===== config.mk =====
export PLATFORM = sky130hd
export DESIGN_NAME = counter_div_prog
export DESIGN_NICKNAME = d
export VERILOG_FILES = /design/src/rtl/counter_div_prog.sv
export SDC_FILE = /design/constraint.sdc
export NUM_CORES = 1
export LEC_CHECK = 0
export CAP_MARGIN = 20
export CORE_MARGIN = 2
export CORE_UTILIZATION = 55
export DETAILED_ROUTE_END_ITERATION = 12
export PLACE_DENSITY_LB_ADDON = 0.08
export REMOVE_ABC_BUFFERS = 1
export SETUP_SLACK_MARGIN = 0.05
export SYNTH_ARGS = -nofsm -noshare
export SYNTH_HDL_FRONTEND = slang
export SYNTH_SLANG_ARGS = --single-unit

===== constraint.sdc =====
create_clock -name clk -period 4.53 [get_ports clk]
set_input_delay 0.906 -clock clk [delete_from_list [all_inputs] [get_ports clk]]
set_output_delay 0.906 -clock clk [all_outputs]
set_load 0.02 [all_outputs]

===== src/rtl/counter_div_prog.sv =====
//============================================================================
// Module      : counter_div_prog
// Description : Programmable terminal-count counter (up/down, one-shot or
//               auto-reload). Optional prescaler: COUNTER_DIV_PRESCALE_EN.
// Revision    : 1.0 - initial release
//============================================================================
`default_nettype none

module counter_div_prog #(
    parameter int WIDTH      = 16,
    parameter int RELOAD_DEF = 15,
    parameter int PRE_W      = 4
) (
    input  logic             clk,
    input  logic             rst,
    input  logic             enb,
    input  logic             start,
    input  logic             stop,
    input  logic [WIDTH-1:0] load_val,
    input  logic             dir,
    input  logic             mode_auto,
`ifdef COUNTER_DIV_PRESCALE_EN
    input  logic [PRE_W-1:0] prescale,
`endif
    output logic [WIDTH-1:0] count,
    output logic             ovf,
    output logic             busy,
    output logic             done
);

    localparam logic [WIDTH-1:0] c_ONE   = WIDTH'(1);
    localparam logic [WIDTH-1:0] c_RESET = WIDTH'(RELOAD_DEF);

    typedef enum logic [1:0] {
        ST_IDLE = 2'd0,
        ST_RUN  = 2'd1,
        ST_DONE = 2'd2
    } state_t;

    state_t           r_state;
    state_t           w_state_nxt;
    logic [WIDTH-1:0] r_count;
    logic [WIDTH-1:0] w_count_nxt;
    logic [WIDTH-1:0] r_load;
    logic             r_dir;
    logic             r_auto;
    logic             r_ovf;
    logic             w_ovf_nxt;
    logic             r_done;
    logic             w_done_nxt;
    logic             w_capture;
    logic             w_pre_clr;
    logic             w_tick;
    logic [WIDTH-1:0] w_new_start;
    logic [WIDTH-1:0] w_run_start;
    logic [WIDTH-1:0] w_run_term;
    logic             w_at_term;

    // Start value for a fresh run comes from the live inputs; the running
    // range comes from the configuration captured at start.
    assign w_new_start = dir   ? '0     : load_val;
    assign w_run_start = r_dir ? '0     : r_load;
    assign w_run_term  = r_dir ? r_load : '0;
    assign w_at_term   = (r_count == w_run_term);

`ifdef COUNTER_DIV_PRESCALE_EN
    logic [PRE_W-1:0] r_pre_cnt;
    logic [PRE_W-1:0] r_pre_val;

    localparam logic [PRE_W-1:0] c_PRE_ONE = PRE_W'(1);

    assign w_tick = enb && (r_pre_cnt == r_pre_val);

    always_ff @(posedge clk or negedge rst) begin
        if (!rst) begin
            r_pre_cnt <= '0;
            r_pre_val <= '0;
        end else if (w_pre_clr) begin
            r_pre_cnt <= '0;
            if (w_capture) begin
                r_pre_val <= prescale;
            end
        end else if (r_state == ST_RUN && enb) begin
            r_pre_cnt <= (r_pre_cnt == r_pre_val) ? '0 : r_pre_cnt + c_PRE_ONE;
        end
    end
`else
    logic [PRE_W-1:0] w_unused_pre;

    assign w_unused_pre = {PRE_W{w_pre_clr}};
    assign w_tick       = enb;
`endif

    always_ff @(posedge clk or negedge rst) begin
        if (!rst) begin
            r_state <= ST_IDLE;
        end else begin
            r_state <= w_state_nxt;
        end
    end

    // Priority within a cycle: stop, then start, then tick.
    always_comb begin
        w_state_nxt = r_state;
        w_count_nxt = r_count;
        w_ovf_nxt   = 1'b0;
        w_done_nxt  = r_done;
        w_capture   = 1'b0;
        w_pre_clr   = 1'b0;
        case (r_state)
            ST_IDLE: begin
                if (stop) begin
                    w_pre_clr = 1'b1;
                end else if (start) begin
                    w_capture   = 1'b1;
                    w_pre_clr   = 1'b1;
                    w_count_nxt = w_new_start;
                    w_done_nxt  = 1'b0;
                    w_state_nxt = ST_RUN;
                end
            end
            ST_RUN: begin
                if (stop) begin
                    w_pre_clr   = 1'b1;
                    w_state_nxt = ST_IDLE;
                end else if (start) begin
                    w_capture   = 1'b1;
                    w_pre_clr   = 1'b1;
                    w_count_nxt = w_new_start;
                    w_done_nxt  = 1'b0;
                end else if (w_tick) begin
                    if (w_at_term) begin
                        w_ovf_nxt   = 1'b1;
                        w_count_nxt = w_run_start;
                        if (!r_auto) begin
                            w_done_nxt  = 1'b1;
                            w_state_nxt = ST_DONE;
                        end
                    end else begin
                        w_count_nxt = r_dir ? r_count + c_ONE : r_count - c_ONE;
                    end
                end
            end
            ST_DONE: begin
                if (stop) begin
                    w_pre_clr   = 1'b1;
                    w_state_nxt = ST_IDLE;
                end else if (start) begin
                    w_capture   = 1'b1;
                    w_pre_clr   = 1'b1;
                    w_count_nxt = w_new_start;
                    w_done_nxt  = 1'b0;
                    w_state_nxt = ST_RUN;
                end
            end
            default: begin
                w_state_nxt = ST_IDLE;
            end
        endcase
    end

    always_ff @(posedge clk or negedge rst) begin
        if (!rst) begin
            r_count <= c_RESET;
            r_ovf   <= 1'b0;
            r_done  <= 1'b0;
            r_load  <= '0;
            r_dir   <= 1'b0;
            r_auto  <= 1'b0;
        end else begin
            r_count <= w_count_nxt;
            r_ovf   <= w_ovf_nxt;
            r_done  <= w_done_nxt;
            if (w_capture) begin
                r_load <= load_val;
                r_dir  <= dir;
                r_auto <= mode_auto;
            end
        end
    end

    assign count = r_count;
    assign ovf   = r_ovf;
    assign busy  = (r_state == ST_RUN);
    assign done  = r_done;

endmodule

`default_nettype wire


* Word-level counts from Yosys, hierarchy flattened *
Index checks and enable logic that the tools add are counted.

operators by class
  mux-type cells = 36
  add/subtract/negate cells = 2
  reduce and logical (&&, ||, !) cells = 7
  equal/unequal tests = 14

operator list
  operator                                                               number
  16-bit 2-to-1 mux                                                      10
  16-bit one-hot mux with 2 select lines                                 1
  16-bit by 1-bit adder with 16-bit output (second input constant)       1
  16-bit == test                                                         1
  2-bit 2-to-1 mux                                                       8
  16-bit by 1-bit subtractor with 16-bit output (second input constant)  1
  1-bit 2-to-1 mux                                                       15
  3-bit != test (second input constant)                                  5
  5-bit AND reduction                                                    2
  7-bit AND reduction                                                    1
  2-bit != test (second input constant)                                  3
  3-bit by 2-bit != test with 1-bit output (second input constant)       2
  2-bit one-hot mux with 3 select lines                                  1
  3-bit OR reduction                                                     1
  2-bit by 1-bit == test with 1-bit output (second input constant)       1
  2-bit == test (second input constant)                                  1
  2-bit zero test                                                        1
  2-bit by 1-bit != test with 1-bit output (second input constant)       1
  1-bit one-hot mux with 2 select lines                                  1
  2-bit nonzero test                                                     1
  2-bit OR reduction                                                     1

word-level totals
  bits in registers = 38
  output and inout bits = 19

* Depth between registers and ports, before layout *
Gate-level depths: netlist (run 1).

  word-level depth = 7
  gate-level depth with buffers = 11
  mapped depth without buffers = 9

* Worst setup path before layout (run 1) *
Ideal clock, no wire load.

  path type = reg-to-reg
  from = reg r_dir
  to = reg r_count[12], in the netlist count[12]
  stages on the path, launching flop included = 12
  data arrival time = 3.009 ns
  library setup time = 0.124 ns
  setup slack = 1.398 ns
  clock period less this slack = 3.132 ns
  path through = dfrtp_1 > buf_4 > buf_4 > clkinv_1 > ha_1 > and2b_4 > o2111ai_2 > a211oi_1 > o31a_1 > or3_1 > and3_1 > o31a_1

on the way
  longest elaborated chain between the ends = 7
  elaborated cells on any way between the ends = 9

RTL lines
  element                                   line  text
  start, declared                           45    logic r_dir;
  start signal, assigned                    176   r_dir <= dir;
  16-bit 2-to-1 mux                         63    assign w_run_term = r_dir ? r_load : '0;
  16-bit == test                            64    assign w_at_term = (r_count == w_run_term);
  16-bit 2-to-1 mux *                       132   if (w_at_term) begin
  16-bit 2-to-1 mux *                       131   end else if (w_tick) begin
  16-bit 2-to-1 mux *                       126   end else if (start) begin
  16-bit 2-to-1 mux *                       123   if (stop) begin
  16-bit one-hot mux with 2 select lines *  110   case (r_state)
  end signal, assigned                      164   r_count <= c_RESET;
  end signal, assigned                      171   r_count <= w_count_nxt;
  end, declared                             42    logic [WIDTH-1:0] r_count;

Mark *: on every way between the ends. The rest lies on a longest branch, timed or not. The select of a mux whose other input is x is not followed.
A chain may end at the register's enable or synchronous reset.

* Worst setup path after layout (run 1) *
  from = reg r_dir
  to = reg r_count[9], in the netlist count[9]

The elaborated chain is that of the path after synthesis.

==> reports/metrics.cfg, run 1 <==
[clock_network]
clk_pin_slew_ns = 0.08
clockBufferDepth = 2
cts-root-buf = clkbuf_8
cts-buffers-inserted = 5
insertion_delay_ns = 0.30
cts_hold_buf = 0
cts_setup_buffers = 0
clock-sinks = 38
post_cts_resized = 0
cts_tree = yes
htree_num_levels = 2

[die]
coreArea_sq_um = 5140
ioPinCount = 42
die_w_um = 77.1
start_util_pct = 57.3
dieArea_sq_um = 5950
row_count = 26
die_h_um = 77.1

[synth]
postSynthAreaPerCell_sq_um = 8.94
yosysWarnings = 0
syn-cell-area_sq_um = 2940
synth_seq_cells = 38
synth_edf_count = 0
synthFlopType = dfrtp_1
synthCells = 329
synth.distinct_cells = 56
synthTopCellsByArea = dfrtp_1, mux2_2, ha_1
ys_seq_area_share_pct = 32.5
synth_common_cells = a21oi_1, dfrtp_1, nor2_1
async_reset_ff_share_pct = 100
synth_top_area_share_pct = 28.9
synth_top_cell_by_area = dfrtp_1

[sta]
period_share_pct = 70.2
setup_viol = 0
rsz0062_at_grt = no
period_minus_slack_ns = 3.18
tns_ns = 0
timing.slew.headroom_pct = 32.9
skew_ns = 0.0123
max_freq_mhz = 315
worst_slack_ns = 1.35
tightest_slew_ns = 1.00
fin_hold_ws_ns = 0.517
slew_viol_final = 0
final-hold-violation-count = 0

[routing]
drc = 0
vias = 2835
ant_nets = 0
post_drt_wl_per_cell_um = 18.5
drt_iter0_markers = 289
drt_wl_total_mm = 8.09
routed_via_density = 6.47
firstDrtPassIters = 5

[min_path]
hold_path_depth = 1
hold_class = register to register
hp-start = done

[critical_path]
rr_worst_depth = 9
crit_required_ns = 4.74
crit_chain = clkinv_1, ha_1, a21oi_1, nor2_1, or4b_2, a41oi_1, xnor2_1, nand2_1, a31oi_1
critical_path_class = register to register
cp_max_fo = 21
crit_start = r_dir
cp_top_family = simple AND/OR/NAND/NOR gates
setup.worst_path.start_class = register
end_kind = register
worstPathArrival_ns = 3.39
path_buf_inv = 1
max_stage_delay_ns = 0.66
critPathSlowestCell = or4b_2
r2r_start = r_dir
critical_path_cell_count = 9

[grt]
overflow = 0
grt_max_degree = 39
grt_pass1_vias = 2688
antenna_found_initial = 0
grt_pass1_wl_mm = 13.4
grt_use_total_pct = 28.3

[final_layout]
n_antenna_cell = 0
drive_gt1_share_pct = 11.1
final_nets = 405
area_growth_pct = 18.2

[place]
hpwl_mm = 5.73
place_ws_ns = 1.32
place_congestion = 0.952
portBuffers = 41

[flow_run]
cap_violations = 0

[power_and_ir_drop]
p_leak_nw = 1.43
ir_worst_vdd_v = 0.000253
finalPower_w = 0.00169
power_density_nw_per_um2 = 484

[status]
status = finished, final reports clean

==> cells in the final DEF, fill, tap and decap left out, types with 3 or more instances in the layout <==
cell type	synthesis	routed
dfstp_2	4	4
ha_1	14	14
mux2_2	18	18
a41oi_1	4	4
xnor2_1	6	6
nand2b_1	6	6
dfrtp_1	34	34
nand4b_1	7	7
mux2i_1	5	5
o21ai_0	18	18
and3_1	6	6
or3_1	3	3
nand2_1	18	18
nand3_1	16	16
xor2_1	11	11
nand4_1	6	6
a21oi_1	34	34
a211oi_1	4	4
o22ai_1	13	13
o221ai_1	3	3
a21o_1	8	8
a31oi_1	8	8
nor2_1	28	28
nor2b_1	5	5
inv_1	5	5
clkbuf_8	0	5
buf_4	3	3
clkdlybuf4s50_1	0	40
==> registers in the layout, summed over array words and instances, names as in the netlist <==
register / count
r_state: 2
ovf: 1
r_auto: 1
done: 1
count: 16
r_dir: 1
r_load: 16
==> power breakdown <==
group / total, W / internal [W] / switching [W]
clock: 0.000234 / 0.000107 / 0.000127
sequential: 0.000533 / 0.000415 / 0.000118
combinational: 0.000919 / 0.000423 / 0.000496
==> metrics by stage <==
| step | std cells | utilization, % | area [sq um] |
|---|---|---|---|
| after floorplan | 316 | - | 2880 |
| after global placement | 430 | 66.1 | 3400 |
| after detailed placement | 430 | 66.1 | 3400 |
| after CTS | 438 | 67.7 | 3480 |
| after global routing | 438 | 67.7 | 3480 |
| final | 438 | 67.7 | 3480 |
==> worst register-to-register path, cell delays in order (launching register included) <==
cell and delay [ns]:
dfrtp_1 0.35, clkinv_1 0.55, ha_1 0.54, a21oi_1 0.22
nor2_1 0.07, or4b_2 0.66, a41oi_1 0.27, xnor2_1 0.14
nand2_1 0.08, a31oi_1 0.21
==> cell type report <==
| type | instances | area, sq um |
|---|---|---|
| tap | 70 | 87.6 |
| fill | 451 | 1660 |
| multi-input combinational | 272 | 1900 |
| clock inverter | 2 | 10.0 |
| sequential | 38 | 956 |
| timing repair buffer | 44 | 428 |
| inverter | 6 | 22.5 |
| clock buffer | 6 | 72.6 |
==> logic make-up after synthesis <==
logic type	share of synthesized area, %
simple gates	21.0
flops	32.5
mux	8.97
compound gates	23.0
fa+ha+maj	6.63
xor+xnor	5.06
buf+inv	2.89
==> per-layer routing <==
| layer | share of wire, % | track usage (%) | up-vias | routed length (um) |
|---|---|---|---|---|
| met5 | 0 | 0 | - | 0 |
| met4 | 2.5 | 11.1 | 0 | 201 |
| li1 | - | - | 1320 | - |
| met2 | 45 | 43.4 | 155 | 3630 |
| met1 | 44 | 39.2 | 1337 | 3550 |
| met3 | 8.8 | 5.76 | 23 | 713 |
==> worst paths after layout <==
kind	end	slack (ns)
setup / recovery	count[9]	1.35
hold / removal	done	0.52
setup reg to reg	count[9]	1.35
hold reg to reg	done	0.52
max in group asynchronous	r_load[0]	3.25
min in group asynchronous	r_load[6]	0.72
No activity file was read; power rests on OpenSTA's default activity.
==> run 2: changes to the inputs <==
Clock period 4.53 ns to 3.07 ns, I/O delays scaled along.
==> run 2 against run 1 <==
  * Final area grew 2.1%
  * Worst setup slack lost 1.1 ns
  * Die area is the same
  * Cell count grew 1.8%
  * Core utilization grew 1.4 points
  * Wire length grew 6.7%
  * Clock skew shrank 0.0034 ns
  * Via count grew 3.3%
  * Combinational power grew 50%
  * Non-clock buffer count grew 8
  * Sequential share of layout area shrank 0.56 points
  * Clock power grew 59%
  * Critical path type unchanged
  * Largest cell class unchanged
==> reports/metrics.cfg, run 2 (synthesis results as in run 1) <==
[grt]
grt_max_degree = 39  ; unchanged
overflow = 0  ; unchanged
grt_pass1_vias = 2810  ; was 2688
grt_pass1_wl_mm = 14.1  ; was 13.4 mm
antenna_found_initial = 0  ; unchanged
grt_use_total_pct = 30.1  ; was 28.3%

[clock_network]
cts_hold_buf = 0  ; unchanged
cts_setup_buffers = 0  ; unchanged
htree_num_levels = 2  ; unchanged
post_cts_resized = 0  ; unchanged
clk_pin_slew_ns = 0.08  ; about the same
cts-buffers-inserted = 5  ; unchanged
cts_tree = yes  ; unchanged
cts-root-buf = clkbuf_8  ; unchanged
insertion_delay_ns = 0.29  ; was 0.30 ns
clockBufferDepth = 2  ; unchanged
clock-sinks = 38  ; unchanged

[routing]
post_drt_wl_per_cell_um = 19.4  ; was 18.5 um
drt_iter0_markers = 219  ; was 289
vias = 2929  ; was 2835
drt_wl_total_mm = 8.63  ; was 8.09 mm
routed_via_density = 6.57  ; was 6.47
firstDrtPassIters = 5  ; unchanged
ant_nets = 0  ; unchanged
drc = 0  ; unchanged

[critical_path]
r2r_start = r_dir  ; unchanged
r2r_end = count[12]  ; was count[9]
worstPathArrival_ns = 3.00  ; was 3.39 ns
regToRegSetupSlack_ns = 0.26  ; was 1.35 ns
cp_max_fo = 12  ; was 21
rr_worst_depth = 9  ; unchanged
crit_start = r_dir  ; unchanged
crit_path_frequent_cell = o31a_1
max_stage_delay_ns = 0.50  ; was 0.66 ns
critPathSlowestCell = ha_1  ; was or4b_2
crit_chain = clkinv_1, ha_1, a21oi_1, o21ai_0, and2_1, o31a_1, or3_1, and3_1, o31a_1  ; was clkinv_1, ha_1, a21oi_1, nor2_1, or4b_2, a41oi_1, xnor2_1, nand2_1, a31oi_1
crit_end = count[12]  ; was count[9]
end_kind = register  ; unchanged
critical_path_class = register to register  ; unchanged
setup.worst_path.start_class = register  ; unchanged
crit_required_ns = 3.26  ; was 4.74 ns

[die]
ioPinCount = 42  ; unchanged
coreArea_sq_um = 5140  ; unchanged
row_count = 26  ; unchanged
die_w_um = 77.1  ; unchanged
dieArea_sq_um = 5950  ; unchanged
die_h_um = 77.1  ; unchanged
start_util_pct = 57.3  ; unchanged

[status]
status = finished, final reports clean  ; unchanged

[sta]
worst_slack_ns = 0.259  ; was 1.35 ns
final-hold-violation-count = 0  ; unchanged
period_share_pct = 91.5  ; was 70.2%
timing.slew.headroom_pct = 39.9  ; was 32.9%
period_minus_slack_ns = 2.81  ; was 3.18 ns
slew_viol_final = 0  ; unchanged
skew_ns = 0.00893  ; was 0.0123 ns
setup_viol = 0  ; unchanged
tightest_slew_ns = 0.902  ; was 1.00 ns
max_freq_mhz = 356  ; was 315 MHz
rsz0062_at_grt = no  ; unchanged

[final_layout]
multi_input_area_sq_um = 1900  ; unchanged
final_nets = 413  ; was 405
drive_gt1_share_pct = 13.3  ; was 11.1%
fin_area_sq_um = 3550  ; was 3480 sq um
final_cells = 446  ; was 438
fillers = 449  ; was 451
seq_area_sq_um = 956  ; unchanged
mostFrequentLayoutCells = clkdlybuf4s50_1, a21oi_1, dfrtp_1  ; unchanged
layout.cells.most_common = clkdlybuf4s50_1  ; unchanged
area_growth_pct = 20.7  ; was 18.2%
n_antenna_cell = 0  ; unchanged

[power_and_ir_drop]
power_density_nw_per_um2 = 716  ; was 484 nW/um^2
ir_worst_vdd_v = 0.000320  ; was 0.000253 V
p_leak_nw = 1.47  ; was 1.43 nW

[place]
hpwl_mm = 6.12  ; was 5.73 mm
portBuffers = 41  ; unchanged
place_congestion = 0.966  ; was 0.952
dp_cells = 438  ; was 430
placed_cell_area_sq_um = 3460  ; was 3400 sq um
place_ws_ns = 0.279  ; was 1.32 ns

[min_path]
hold_class = input port to async pin  ; was register to register

[flow_run]
cap_violations = 0  ; unchanged

## run 2: cell count changes in the layout (fill, tap and decap cells not counted), sizes merged
cell	previous run	this run
buf	4	12
clkinv	3	2
clkinvlp	0	1
## run 2: how the worst min path moves through the flow
stage | depth (start not counted) | end | slack (ns)
after floorplan | 0 | count[10] | 0.32
after global placement | 1 | done | 0.51
after detailed placement | 1 | done | 0.50
after CTS | 1 | r_load[8] | 0.46
after global routing | 1 | count[11] | 0.50
final | 1 | count[8] | 0.45
## run 2: where the power goes
part / total [W] / internal (W) / switching, W
logic: 0.00138 / 0.000633 / 0.000746
registers: 0.000792 / 0.000612 / 0.000179
clock network: 0.000371 / 0.000181 / 0.000190
total: 0.00254 / 0.00143 / 0.00112
## run 2: final cells by class
class	count	area share, %
clock buffers	6	2.33
multi-input cells	272	53.6
flip-flops and latches	38	26.9
well taps	70	2.47
inverters	6	0.634
clock inverters	2	0.352
repair buffers	52	13.7
## run 2: metrics by stage
stage          utilization (%)  total power (W)  setup TNS, ns  hold slack [ns]
2_1_floorplan                -          0.00171          -1.18            0.318
3_3_place_gp              67.2          0.00211              0            0.505
3_5_place_dp              67.2          0.00214              0            0.504
4_1_cts                   69.1          0.00253              0            0.462
5_1_grt                   69.1          0.00272              0            0.504
6_report                  69.1          0.00254              0            0.448
## run 2: worst max-delay path: cells and delay by family, from the launching register on
family                     cells  cell delay (ns)
AOI/OAI and AO/OA              4             0.87
and+or+nand+nor                3             0.67
DFF                            1             0.35
adders and majority gates      1             0.50
buffers and inverters          1             0.32
## run 2: metal layers
layer  part of all wire, %  vias up  GRT usage, %
met1                    43     1405          41.3
li1                      -     1338             -
met4                   1.8        0          10.5
met2                    46      168          47.0
met5                     0        -             0
met3                   9.4       18          6.71
==> run 3: changes to the inputs <==
Settings changed: ABC_CLOCK_PERIOD_IN_PS set to 3070, CTS_CLUSTER_DIAMETER set to 120.
==> results of run 3 <==
The final DEF is identical to that of run 2; final timing and power are the same.
